[config.mk]
export PLATFORM = sky130hd
export DESIGN_NAME = bus_rd_fifo
export DESIGN_NICKNAME = d
export VERILOG_FILES = /design/src/rtl/bus_rd_fifo.sv
export SDC_FILE = /design/constraint.sdc
export NUM_CORES = 1
export LEC_CHECK = 0
export ABC_AREA = 1
export CORE_MARGIN = 4
export CORE_UTILIZATION = 52
export DETAILED_ROUTE_END_ITERATION = 8
export MAX_ROUTING_LAYER = met4
export PLACE_DENSITY = 0.74
export REMOVE_ABC_BUFFERS = 1
export SKIP_CTS_REPAIR_TIMING = 1
export SYNTH_ARGS = -nofsm -noshare
export SYNTH_HDL_FRONTEND = slang
export SYNTH_SLANG_ARGS = --single-unit
[constraint.sdc]
create_clock -name iclk -period 2.1 [get_ports iclk]
set_input_delay 0.315 -clock iclk [delete_from_list [all_inputs] [get_ports iclk]]
set_output_delay 0.315 -clock iclk [all_outputs]
set_load 0.05 [all_outputs]
[src/rtl/bus_rd_fifo.sv]
// First-word-fall-through read FIFO: circular buffer with registered count/flags.
// Define BUS_RD_FIFO_OVF_EN to build the sticky overflow flag (oovf); otherwise oovf is tied low.
module bus_rd_fifo #(
  parameter int unsigned pDATA_WIDTH = 8,
  parameter int unsigned pDEPTH      = 4
) (
  input  logic                       iclk,
  input  logic                       irst_n,
  input  logic                       iwr_en,
  input  logic [pDATA_WIDTH-1:0]     iwr_data,
  output logic                       ofull,
  input  logic                       ird_en,
  output logic [pDATA_WIDTH-1:0]     ord_data,
  output logic                       ovalid,
  output logic [$clog2(pDEPTH):0]    ocount,
  input  logic                       iclr_ovf,
  output logic                       oovf
);

  localparam int unsigned AW = $clog2(pDEPTH);
  localparam int unsigned CW = AW + 1;

  logic [pDATA_WIDTH-1:0] mem_q [pDEPTH];
  logic [AW-1:0]          wr_ptr_q, wr_ptr_d;
  logic [AW-1:0]          rd_ptr_q, rd_ptr_d;
  logic [CW-1:0]          count_q, count_d;
  logic                   full, valid;
  logic                   wr_acc, rd_acc;

  assign full   = (count_q == CW'(pDEPTH));
  assign valid  = (count_q != '0);
  assign ofull  = full;
  assign ovalid = valid;
  assign ocount = count_q;

  // A write into a full FIFO is accepted only because the same-cycle pop frees the head slot.
  assign wr_acc = iwr_en & (~full | ird_en);
  assign rd_acc = ird_en & valid;

  assign ord_data = mem_q[rd_ptr_q];

  always_comb begin
    wr_ptr_d = wr_ptr_q;
    rd_ptr_d = rd_ptr_q;
    count_d  = count_q;
    if (wr_acc) wr_ptr_d = wr_ptr_q + AW'(1);
    if (rd_acc) rd_ptr_d = rd_ptr_q + AW'(1);
    case ({wr_acc, rd_acc})
      2'b10:   count_d = count_q + CW'(1);
      2'b01:   count_d = count_q - CW'(1);
      default: count_d = count_q;
    endcase
  end

  always_ff @(posedge iclk or negedge irst_n) begin
    if (!irst_n) begin
      wr_ptr_q <= '0;
      rd_ptr_q <= '0;
      count_q  <= '0;
    end else begin
      wr_ptr_q <= wr_ptr_d;
      rd_ptr_q <= rd_ptr_d;
      count_q  <= count_d;
    end
  end

  // Storage is deliberately left out of reset.
  always_ff @(posedge iclk) begin
    if (wr_acc) mem_q[wr_ptr_q] <= iwr_data;
  end

`ifdef BUS_RD_FIFO_OVF_EN
  logic ovf_q, ovf_d;
  logic ovf_set;

  assign ovf_set = iwr_en & full & ~ird_en;

  always_comb begin
    ovf_d = ovf_q;
    if (iclr_ovf) ovf_d = 1'b0;
    if (ovf_set)  ovf_d = 1'b1;
  end

  always_ff @(posedge iclk or negedge irst_n) begin
    if (!irst_n) ovf_q <= 1'b0;
    else         ovf_q <= ovf_d;
  end

  assign oovf = ovf_q;
`else
  logic unused_clr_ovf;
  assign unused_clr_ovf = iclr_ovf;
  assign oovf = 1'b0;
`endif

endmodule

==> results.py <==
metrics = {
    "place": {
        "hpwlAfterDp_um": 2250,
        "port_buffers": 24,
        "finalWeightedCongestion": 0.708,
        "dp_cells": 219,
        "dpl-instance-area_um2": 2090,
    },
    "job": {
        "cap_violations": 0,
    },
    "route": {
        "drc_errors": 0,
        "viasPerCell": 5.05,
        "vias": 1146,
        "drtIter0Drc": 43,
        "wl_um": 3310,
        "ant_nets": 0,
        "firstDrtPassIters": 4,
        "avgRoutedWirePerCell_um": 14.6,
    },
    "cts": {
        "clk_pin_slew_ns": 0.12,
        "cts_buffers": 5,
        "root_buffer": "clkbuf_4",
        "clockBufferDepth": 2,
        "cts_tree": "built",
        "cts.htree.levels": 2,
        "cts_sinks": 39,
        "clock_latency_ns": 0.35,
    },
    "setup_path": {
        "crit_required_ns": 1.78,
        "critPathMaxFanout": 5,
        "rr_worst_depth": 8,
        "reg2reg_from": "ocount[0]$_DFFE_PN0P_",
        "endpoint_kind": "output port",
        "path_delay_family": "buffers and inverters",
        "cp_data_arrival_time_ns": 1.65,
        "slowest_delay_ns": 0.84,
        "crit_slowest_cell": "clkdlybuf4s50_1",
        "reg2reg_slack_ns": 0.24,
        "path_buf_inv": 1,
        "r2r_end": "ocount[1]$_DFFE_PN0P_",
        "cp_cell_sequence": "clkdlybuf4s50_1",
        "startpoint_type": "flip-flop",
        "worstSetupPathType": "flip-flop to output port",
    },
    "global_route": {
        "grt_pass1_vias": 1120,
        "grt_first_pass_wirelength_um": 5380,
        "grt_max_degree": 19,
        "grt_antenna_before_repair": 0,
        "grt_usage_pct": 18.1,
        "gr-total-overflow": 0,
    },
    "timing": {
        "grt_setup_unrepaired": "no",
        "min_period_ns": 1.96,
        "drv_slew": 0,
        "fmax_mhz": 509,
        "relSlewSlack_pct": 66.6,
        "tightest_slew_ns": 0.500,
        "hold_viol_final": 0,
        "setup_violations": 0,
        "period_share_pct": 93.5,
        "finClkSkew_ns": 0.00570,
    },
    "power": {
        "p_clk_share_pct": 13.7,
        "peakVddDrop_mv": 0.735,
        "sequentialPowerShare_pct": 30.7,
        "power_switching_uw": 1590,
        "powerDensity_nw_per_um2": 1680,
        "netSwitchingFraction_pct": 43.5,
        "pwr-share-comb_pct": 55.5,
        "internal_power_uw": 2060,
        "power.leakage_uw": 0.000878,
    },
    "synth": {
        "synth_common_cells": "edfxtp_1 (32), nor2_1 (28), o21ai_1 (20)",
        "syn-instance-count": 149,
        "yosysMostFrequentCell": "edfxtp_1",
        "synth_area_leaders": "edfxtp_1 (56%), dfrtp_1 (10%), nor2_1 (6.1%), o21ai_1 (5.8%), nand2_1 (3.7%)",
        "synth-seq-cells": 39,
        "synth_top_area_share_pct": 56.1,
        "ys.flop_type": "edfxtp_1",
        "yosys_warnings": 0,
        "synth_top_area_cell": "edfxtp_1",
        "synth-edff-count": 32,
        "avgSynthCellArea_um2": 11.5,
        "yosys.cell_types.count": 22,
        "yosysSeqAreaShare_pct": 66.3,
        "synthArstFlopShare_pct": 17.9,
        "syn_area_um2": 1710,
    },
    "hold_path": {
        "worstHoldPathType": "primary input to async pin",
    },
    "floorplan": {
        "rows": 20,
        "chipWidth_um": 65.4,
        "die_area_um2": 4280,
        "start_util_pct": 55.2,
        "core-area_um2": 3100,
        "die_h_um": 65.4,
        "boundaryPins": 27,
    },
    "cells_and_area": {
        "nNetsFinal": 201,
        "syn_to_final_growth_pct": 26.7,
        "final_core_util_pct": 69.9,
        "layout-drive-gt1-share_pct": 16.4,
        "design_area_um2": 2170,
        "diodes": 0,
        "fin_cells": 227,
    },
    "run_status": {
        "status": "completed",
    },
}
layer usage:
layer / wire, µm / GRT usage [%]
met5: 0 / -
met4: 49 / 7.77
met3: 118 / 5.47
met2: 1810 / 31.2
met1: 1330 / 19.4
worst max-delay path by stage:
| stage | cells past startpoint | start | slack (ns) | endpoint |
|---|---|---|---|---|
| after global routing | 1 | ocount[0]$_DFFE_PN0P_ | 0.05 | ocount[0] |
| after floorplan | 11 | ocount[2]$_DFFE_PN0P_ | -0.11 | ocount[2]$_DFFE_PN0P_ |
| final | 1 | ocount[0]$_DFFE_PN0P_ | 0.14 | ocount[0] |
| after global placement | 11 | ird_en | 0.06 | ocount[2]$_DFFE_PN0P_ |
| after CTS | 3 | ocount[0]$_DFFE_PN0P_ | -0.02 | ovalid |
| after detailed placement | 8 | ird_en | -0.004 | ocount[1]$_DFFE_PN0P_ |
final cells by class:
cell class / instances / area, µm²
flip-flops and latches: 39 / 1140
fillers: 248 / 933
multi-input cells: 89 / 459
repair buffers: 31 / 373
inverters: 16 / 65.1
well taps: 44 / 55.1
clock inverters: 3 / 43.8
clock buffers: 5 / 37.5
power groups by stage:
stage	combinational (µW)	clock [µW]	sequential [µW]
final	2030	501	1120
after global routing	2180	558	1140
after CTS	2050	521	1120
after detailed placement	2040	0	1140
after global placement	1980	0	1120
after floorplan	1030	0	1260
sequential cells by signal (all words and copies together) (netlist names):
| name | flops |
|---|---|
| ocount | 3 |
| mem_q | 32 |
| wr_ptr_q | 2 |
| rd_ptr_q | 2 |
per-stage QoR:
stage	setup TNS, ns	power, µW	hold slack [ns]	worst slack, ns
finish	0	3650	0.231	0.137
global route	0	3880	0.223	0.0549
CTS	-0.0187	3690	0.227	-0.0187
detailed placement	-0.00393	3180	0.514	-0.00393
global placement	0	3100	0.499	0.0582
floorplan	-0.233	2280	0.0194	-0.114
kinds of logic after synthesis:
family,Yosys count,synth area share (%)
DFF,39,66.3
adders and majority gates,6,4.82
and+or+nand+nor,56,14.0
xor gates and xnor gates,1,0.511
buffers and inverters,21,6.87
AOI/OAI and AO/OA,25,7.30
other,1,0.219
placed cells by master, fill, tap and decap left out:
cell,Yosys,final
clkdlybuf4s50_1,0,14
buf_4,1,8
clkinv_4,0,1
nand2_1,17,17
edfxtp_1,32,32
dlymetal6s2s_1,0,1
clkbuf_4,0,5
buf_12,0,8
nand2_2,1,1
nand3_2,1,1
ha_1,5,5
inv_2,1,1
nand3_1,5,5
nor2_2,1,1
clkinv_2,0,1
nand4_1,1,1
nor3_1,1,1
bufinv_16,0,1
xnor2_1,1,1
nand2_4,1,1
conb_1,1,1
dfrtp_1,7,7
inv_6,1,1
o21ai_1,20,20
inv_1,14,14
nor2_1,28,28
o21ai_0,5,5
fa_1,1,1
Power figures use the tool's default switching activity.
